[src/rtl/mul_result_collector.sv]
// mul_result_collector: captures each rising edge of the multiplier's op_ready
// once, buffers the product in a small first-word-fall-through FIFO and
// presents it on a valid/ready port. Dropped captures set a sticky overflow.
// Optional running saturating sum of accepted products: define MUL_RES_ACC_EN.
module mul_result_collector #(
    parameter int unsigned DEPTH = 4,
    parameter int unsigned PW    = 8,
    parameter int unsigned AW    = 12
) (
    input  logic                       clk,
    input  logic                       rst,
    input  logic                       op_ready,
    input  logic [PW-1:0]              product,
    input  logic                       clr,
    output logic                       out_valid,
    input  logic                       out_ready,
    output logic [PW-1:0]              out_data,
    output logic [$clog2(DEPTH):0]     count,
    output logic                       overflow,
    output logic [AW-1:0]              acc
);

    localparam int unsigned PTRW = $clog2(DEPTH);
    localparam int unsigned CW   = PTRW + 1;

    logic [PW-1:0]   mem [DEPTH];
    logic [PTRW-1:0] wr_ptr;
    logic [PTRW-1:0] rd_ptr;
    logic            op_ready_d;

    logic            cap_c;
    logic            full_c;
    logic            pop_c;
    logic            push_c;
    logic            drop_c;
    logic [CW-1:0]   count_nxt_c;

    // Capture/push/pop decode; clr overrides every other action in its cycle
    always_comb begin
        cap_c       = op_ready & ~op_ready_d;
        full_c      = (count == CW'(DEPTH));
        pop_c       = out_valid & out_ready & ~clr;
        push_c      = cap_c & (~full_c | pop_c) & ~clr;
        drop_c      = cap_c & full_c & ~pop_c & ~clr;
        count_nxt_c = count;
        if (clr) begin
            count_nxt_c = '0;
        end else if (push_c && !pop_c) begin
            count_nxt_c = count + CW'(1);
        end else if (pop_c && !push_c) begin
            count_nxt_c = count - CW'(1);
        end
    end

    // Edge detector copy; keeps updating through clr so a held op_ready stays quiet
    always_ff @(posedge clk or negedge rst) begin
        if (!rst) begin
            op_ready_d <= 1'b0;
        end else begin
            op_ready_d <= op_ready;
        end
    end

    // Pointers, occupancy, valid flag and sticky overflow
    always_ff @(posedge clk or negedge rst) begin
        if (!rst) begin
            wr_ptr    <= '0;
            rd_ptr    <= '0;
            count     <= '0;
            out_valid <= 1'b0;
            overflow  <= 1'b0;
        end else begin
            count     <= count_nxt_c;
            out_valid <= (count_nxt_c != '0);
            if (clr) begin
                wr_ptr   <= '0;
                rd_ptr   <= '0;
                overflow <= 1'b0;
            end else begin
                if (push_c) begin
                    wr_ptr <= wr_ptr + PTRW'(1);
                end
                if (pop_c) begin
                    rd_ptr <= rd_ptr + PTRW'(1);
                end
                if (drop_c) begin
                    overflow <= 1'b1;
                end
            end
        end
    end

    // FIFO storage; cleared on reset so the head reads 0 while empty after reset
    always_ff @(posedge clk or negedge rst) begin
        if (!rst) begin
            for (int i = 0; i < int'(DEPTH); i++) begin
                mem[i] <= '0;
            end
        end else if (push_c) begin
            mem[wr_ptr] <= product;
        end
    end

    // Fall-through head read straight from the storage registers
    assign out_data = mem[rd_ptr];

`ifdef MUL_RES_ACC_EN
    logic [AW:0] acc_sum_c;

    // Sum at one extra bit so the carry flags saturation
    always_comb begin
        acc_sum_c = {1'b0, acc} + (AW+1)'(product);
    end

    // Saturating accumulator of accepted pushes
    always_ff @(posedge clk or negedge rst) begin
        if (!rst) begin
            acc <= '0;
        end else if (clr) begin
            acc <= '0;
        end else if (push_c) begin
            acc <= acc_sum_c[AW] ? {AW{1'b1}} : acc_sum_c[AW-1:0];
        end
    end
`else
    assign acc = '0;
`endif

endmodule

[config.mk]
export PLATFORM = sky130hd
export DESIGN_NAME = mul_result_collector
export DESIGN_NICKNAME = d
export VERILOG_FILES = /design/src/rtl/mul_result_collector.sv
export SDC_FILE = /design/constraint.sdc
export NUM_CORES = 1
export LEC_CHECK = 0
export BUFFER_PORTS_ARGS = -buffer_cell sky130_fd_sc_hd__buf_4
export CORE_MARGIN = 2
export CORE_UTILIZATION = 40
export DETAILED_ROUTE_END_ITERATION = 8
export SETUP_SLACK_MARGIN = 0.1
export SYNTH_ARGS = -nofsm -noshare
export SYNTH_HDL_FRONTEND = slang
export SYNTH_SLANG_ARGS = --single-unit
[constraint.sdc]
create_clock -name clk -period 5.7 [get_ports clk]
set_clock_uncertainty 0.2 [all_clocks]
set_input_delay 0.57 -clock clk [delete_from_list [all_inputs] [get_ports clk]]
set_output_delay 0.57 -clock clk [all_outputs]
set_load 0.01 [all_outputs]
==> impl_metrics.py, run 1 <==
metrics = {
    "flow_run": {
        "drv_cap": 0,
    },
    "logic_synthesis": {
        "synth-seq-cells": 42,
        "dominantRegCellSynth": "dfrtp_1",
        "netlist_top_cells_count": "42 x dfrtp_1, 31 x mux2_2, 12 x buf_4",
        "yosysTopAreaCellShare_pct": 50.0,
        "synth_edf_count": 0,
        "synth_compound_area_share_pct": 5.00,
        "yosys.cell_count.top_type": "dfrtp_1",
        "yosys_warnings": 0,
        "avgSynthCellArea_sq_um": 13.8,
        "synth_top_area_cell": "dfrtp_1",
        "synthSimpleGateAreaFrac_pct": 5.77,
        "synth_top_family_by_area": "multiplexers",
        "synth_area_sq_um": 2100,
        "synth_fa_ha_area_share_pct": 4.17,
        "ys_seq_area_share_pct": 50.0,
        "ys_types": 33,
        "synthXorXnorAreaFrac_pct": 1.25,
        "synth.mux.area_fraction_pct": 27.7,
        "async_flop_share_pct": 100,
        "syn-instance-count": 152,
        "netlist_top_cells_area": "dfrtp_1 50%, mux2_2 17%, mux4_2 8.6%, buf_4 4.3%, ha_1 4.2%",
    },
    "final_layout": {
        "area_growth_pct": 17.0,
        "drive_gt1_share_pct": 45.9,
        "nNetsFinal": 200,
        "antenna_cells": 0,
    },
    "die": {
        "ioPinCount": 38,
        "die_w_um": 76.5,
        "die_h_um": 76.5,
        "row_count": 26,
        "start_util_pct": 41.4,
        "die_area_sq_um": 5850,
        "core-area_sq_um": 5070,
    },
    "power_and_ir_drop": {
        "switchingPower_uw": 276,
        "totalPowerFinal_mw": 1.02,
        "clkPwrFrac_pct": 28.0,
        "pwr-share-comb_pct": 30.2,
        "leakagePower_nw": 1.18,
        "power_frac_seq_pct": 41.8,
        "p_per_area_nw_per_um2": 414,
        "intPower_uw": 743,
        "vdd_ir_drop_max_mv": 0.212,
        "swShare_pct": 27.1,
    },
    "cts": {
        "clk_path_buf_depth": 2,
        "cts.repair.resized": 0,
        "ctsRootBufferMaster": "clkbuf_8",
        "post_cts_buffers": 0,
        "cts_hold_buf": 0,
        "cts_tree": "yes",
        "clock-sinks": 42,
        "h-tree-depth": 2,
        "clk_pin_slew_ns": 0.08,
        "cts-buffers-inserted": 5,
        "clk_latency_ns": 0.29,
    },
    "setup_path": {
        "worstPathRequired_ns": 4.93,
        "cp_top_family": "flip-flops",
        "cp_slowest_cell": "dfrtp_1",
        "worst_setup_path_end_kind": "primary output",
        "crit_type": "reg -> out",
        "cp_num_buf_inv": 1,
        "crit_chain": "mux4_2 > buf_4",
        "max_stage_delay_ns": 0.74,
        "cp.arrival_ns": 1.76,
        "start_kind": "flip-flop",
        "cp_max_fo": 10,
    },
    "placement": {
        "place_congestion": 0.881,
        "place_ws_ns": 3.44,
        "numPortBuffers": 25,
        "dp.final_hpwl_um": 2710,
    },
    "routing": {
        "wl_per_cell_um": 15.0,
        "ant_nets": 0,
        "totalWireLength_um": 3770,
        "post_drt_via_cell_ratio": 4.82,
        "drt_iter0_drc": 65,
        "vias": 1209,
        "drc": 0,
        "firstDrtPassIters": 4,
    },
    "grt": {
        "grt_pass1_wl_um": 6290,
        "grt_overflow": 0,
        "grt_max_degree": 43,
        "antenna_found_initial": 0,
        "track_usage_pct": 13.9,
        "grt_pass1_vias": 1292,
    },
    "timing": {
        "tns_ns": 0,
        "worst_slack_ns": 3.17,
        "grt_setup_unrepaired": "no",
        "finalCritPeriodShare_pct": 44.4,
        "fin_crit_ns": 2.53,
        "finalHoldViolCount": 0,
        "setup_viol": 0,
        "fmax_mhz": 395,
        "relSlewSlack_pct": 59.3,
        "slew_violations": 0,
        "worst_pin_slew_ns": 0.610,
    },
    "outcome": {
        "status": "complete, no violations",
    },
    "hold_path": {
        "min_path_type": "in -> async",
    },
}
-- power by group through the flow --
stage / sequential, mW / combinational, mW / clock (mW)
after floorplan: 0.409 / 0.226 / 0
after global placement: 0.427 / 0.299 / 0
after detailed placement: 0.433 / 0.311 / 0
after CTS: 0.427 / 0.312 / 0.292
after global routing: 0.438 / 0.337 / 0.306
final: 0.426 / 0.307 / 0.285
-- placed cells by master (no fill, tap or decap), types with 2 or more instances in the layout --
cell type and n:
nand2_2 4, nand3_1 2, bufinv_16 2, nand2_1 2, mux2_1 2, nor2_1 8
and2_1 2, ha_1 7, a21o_1 2, buf_4 25, conb_1 12, inv_1 6
mux4_2 8, clkbuf_8 6, dfrtp_1 42, mux2i_1 3, xnor2_1 2, mux2_2 31
-- area by class of cell --
class                           instances  area [sq um]
Tap cell                               70          87.6
Clock inverter                          2          60.1
Inverter                                6          22.5
Timing Repair Buffer                   25           188
Fill cell                             461          2620
Sequential cell                        42          1050
Multi-Input combinational cell        100           967
Clock buffer                            6          82.6
-- state kept, by name, summed over array words and instances (netlist names) --
signal and cells:
mem 32, wr_ptr 2, rd_ptr 2, overflow 1, count 3, op_ready_d 1
out_valid 1
-- per-layer routing --
layer	track usage, %	vias to the layer above	share of wire, %
li1	-	572	-
met1	16.7	609	44
met2	23.5	24	51
met3	3.55	4	4.2
met4	6.36	0	0.69
met5	0	-	0
-- stage by stage --
step	area, sq um	std cells	util [%]	hold WS, ns
after CTS	2460	251	48.4	0.0654
after floorplan	2140	163	-	0.0744
after global placement	2320	243	45.6	0.269
final	2460	251	48.4	0.0507
after detailed placement	2320	243	45.6	0.283
after global routing	2460	251	48.4	0.0889
-- worst paths after layout --
path | endpoint | startpoint | cells past startpoint | slack (ns)
worst min register to register | mem[12] | mem[12] | 1 | 0.30
worst min-delay path | mem[30] | rst | 1 | 0.05
min in group clk | op_ready_d | op_ready | 1 | 0.21
worst max-delay path | out_data[3] | rd_ptr[0] | 2 | 3.17
worst max register to register | mem[4] | count[1] | 6 | 3.49
max in group asynchronous | mem[28] | rst | 1 | 4.88
-- worst register-to-register path, cell delays in order (launching register included) --
cell,delay (ns)
dfrtp_1,0.42
inv_1,0.11
ha_1,0.22
and2_2,0.21
a211oi_4,0.32
nand2_2,0.24
mux2_1,0.37
-- kinds of logic (layout without fill, tap and decap cells) --
| group | count (synthesis) | after routing |
|---|---|---|
| compound gates | 11 | 11 |
| xor+xnor | 3 | 3 |
| fa+ha+maj | 7 | 7 |
| buf+inv | 21 | 39 |
| flops | 42 | 42 |
| mux | 44 | 44 |
| other cells | 1 | 12 |
| simple gates | 23 | 23 |
Note: power is estimated with default switching activity, not from simulation.
==> run 2, diff against run 1 <==
==> constraint.sdc (replaced) <==
create_clock -name clk -period 2.1 [get_ports clk]
set_clock_uncertainty 0.2 [all_clocks]
set_input_delay 0.21 -clock clk [delete_from_list [all_inputs] [get_ports clk]]
set_output_delay 0.21 -clock clk [all_outputs]
set_load 0.01 [all_outputs]
==> impl_metrics.py, run 2 (synthesis results as in run 1) <==
metrics = {
    "grt": {
        "track_usage_pct": 14.9,
        "grt_overflow": 0,
        "antenna_found_initial": 0,
        "grt_max_degree": 43,
        "grt_pass1_wl_um": 6700,
        "grt_pass1_vias": 1350,
    },
    "cts": {
        "clk_path_buf_depth": 2,
        "cts_tree": "yes",
        "clock-sinks": 42,
        "cts-buffers-inserted": 5,
        "h-tree-depth": 2,
        "clk_pin_slew_ns": 0.08,
        "clk_latency_ns": 0.29,
        "ctsRootBufferMaster": "clkbuf_8",
    },
    "final_layout": {
        "area_growth_pct": 28.2,
        "antenna_cells": 0,
        "nNetsFinal": 218,
        "largest_reg_flops": 32,
        "top_register": "mem",
        "layout_common_cells": "41 x dfrtp_1, 31 x mux2_2, 30 x buf_4",
        "drive_gt1_share_pct": 47.7,
        "top_regs": "mem x32, count x3",
        "layout_commonest_cell": "dfrtp_1",
    },
    "timing": {
        "worst_slack_ns": 0.155,
        "relSlewSlack_pct": 65.0,
        "setup_viol": 0,
        "slew_violations": 0,
        "finalHoldViolCount": 0,
        "tns_ns": 0,
        "fmax_mhz": 514,
        "finalCritPeriodShare_pct": 92.6,
        "grt_setup_unrepaired": "yes",
        "worst_pin_slew_ns": 0.525,
        "fin_crit_ns": 1.95,
    },
    "setup_path": {
        "r2r_end": "mem[4]",
        "rr_startpoint": "count[0]",
        "worst_setup_path_end_kind": "flip-flop",
        "worstPathRequired_ns": 2.07,
        "r2r_setup_slack_ns": 0.15,
        "crit_type": "reg -> reg",
        "rr_worst_depth": 7,
        "start_kind": "flip-flop",
        "cp_max_fo": 8,
        "critPathLaunch": "count[0]",
        "cp.arrival_ns": 1.92,
    },
    "hold_path": {
        "whs_path_depth": 4,
        "min_to": "rd_ptr[0]",
        "holdCritStartpoint": "out_ready",
        "min_path_type": "in -> reg",
    },
    "die": {
        "ioPinCount": 38,
        "die_h_um": 76.5,
        "core-area_sq_um": 5070,
        "row_count": 26,
        "die_w_um": 76.5,
        "die_area_sq_um": 5850,
        "start_util_pct": 41.4,
    },
    "routing": {
        "drc": 0,
        "firstDrtPassIters": 4,
        "drt_iter0_drc": 51,
        "totalWireLength_um": 3950,
        "ant_nets": 0,
        "post_drt_via_cell_ratio": 4.82,
        "vias": 1297,
        "wl_per_cell_um": 14.7,
    },
    "power_and_ir_drop": {
        "p_per_area_nw_per_um2": 1080,
        "vdd_ir_drop_max_mv": 0.554,
        "leakagePower_nw": 1.31,
    },
    "outcome": {
        "status": "complete, no violations",
    },
    "placement": {
        "dp.final_hpwl_um": 2780,
        "place_ws_ns": 0.0141,
        "numPortBuffers": 25,
        "place_congestion": 0.817,
    },
    "flow_run": {
        "drv_cap": 0,
    },
}
run 2: cell types whose count changed in the layout (fill, tap and decap cells not counted), moves of 2 or more:
cell | previous run | this run
dlygate4sd3_1 | 0 | 11
buf_4 | 25 | 30
nand2_2 | 4 | 0
nand2_4 | 0 | 4
inv_1 | 6 | 4
run 2: layer usage:
layer	vias up	global-route usage (%)	share of wire [%]
li1	610	-	-
met3	4	4.62	4.3
met5	-	0	0
met4	0	4.91	0.76
met1	645	18.2	43
met2	38	25.0	52
run 2: stage by stage:
step                utilization (%)  hold WS (ns)  instances  power (mW)  cell area [sq um]
floorplan                         -        -0.286        163        1.77               2170
global placement               46.7        0.0199        246        2.06               2370
detailed placement             46.7        0.0281        246        2.10               2370
CTS                            52.8         0.204        268        2.93               2680
global route                   53.1         0.252        269        3.11               2700
finish                         53.1         0.209        269        2.92               2700
run 2: report_power, final:
| group | internal [mW] | total, mW | leakage [nW] | switching (mW) |
|---|---|---|---|---|
| Sequential | 1.00 | 1.13 | 0.546 | 0.130 |
| Clock | 0.507 | 0.773 | 0.0714 | 0.267 |
| Combinational | 0.612 | 1.01 | 0.695 | 0.400 |
| Total | 2.12 | 2.92 | 1.31 | 0.796 |
run 2: worst max path at each step:
stage / to
2_1_floorplan: out_valid
5_1_grt: out_valid
4_1_cts: mem[4]
3_3_place_gp: mem[4]
3_5_place_dp: mem[4]
6_report: mem[4]
run 2: critical path: stages (launching register included):
cell and delay [ns]:
dfrtp_1 0.37, inv_2 0.07, ha_4 0.16, and2_2 0.19, a211oi_4 0.25, buf_12 0.16
nand2_4 0.10, mux2_1 0.32
run 2: repair_timing:
| action | CTS | global route |
|---|---|---|
| setup buffers | 3 | 1 |
| pin swaps | 1 | 1 |
| setup endpoints to repair | 33 | 23 |
| hold endpoints to repair | 80 | 0 |
| resized for setup | 4 | 3 |
| hold buffers | 11 | 0 |
run 2: cell type report:
class / instances / area (sq um)
inverters: 6 / 25.0
clock inverters: 2 / 60.1
fillers: 446 / 2380
multi-input cells: 100 / 1020
well taps: 70 / 87.6
flip-flops and latches: 42 / 1050
repair buffers: 43 / 367
clock buffers: 6 / 82.6
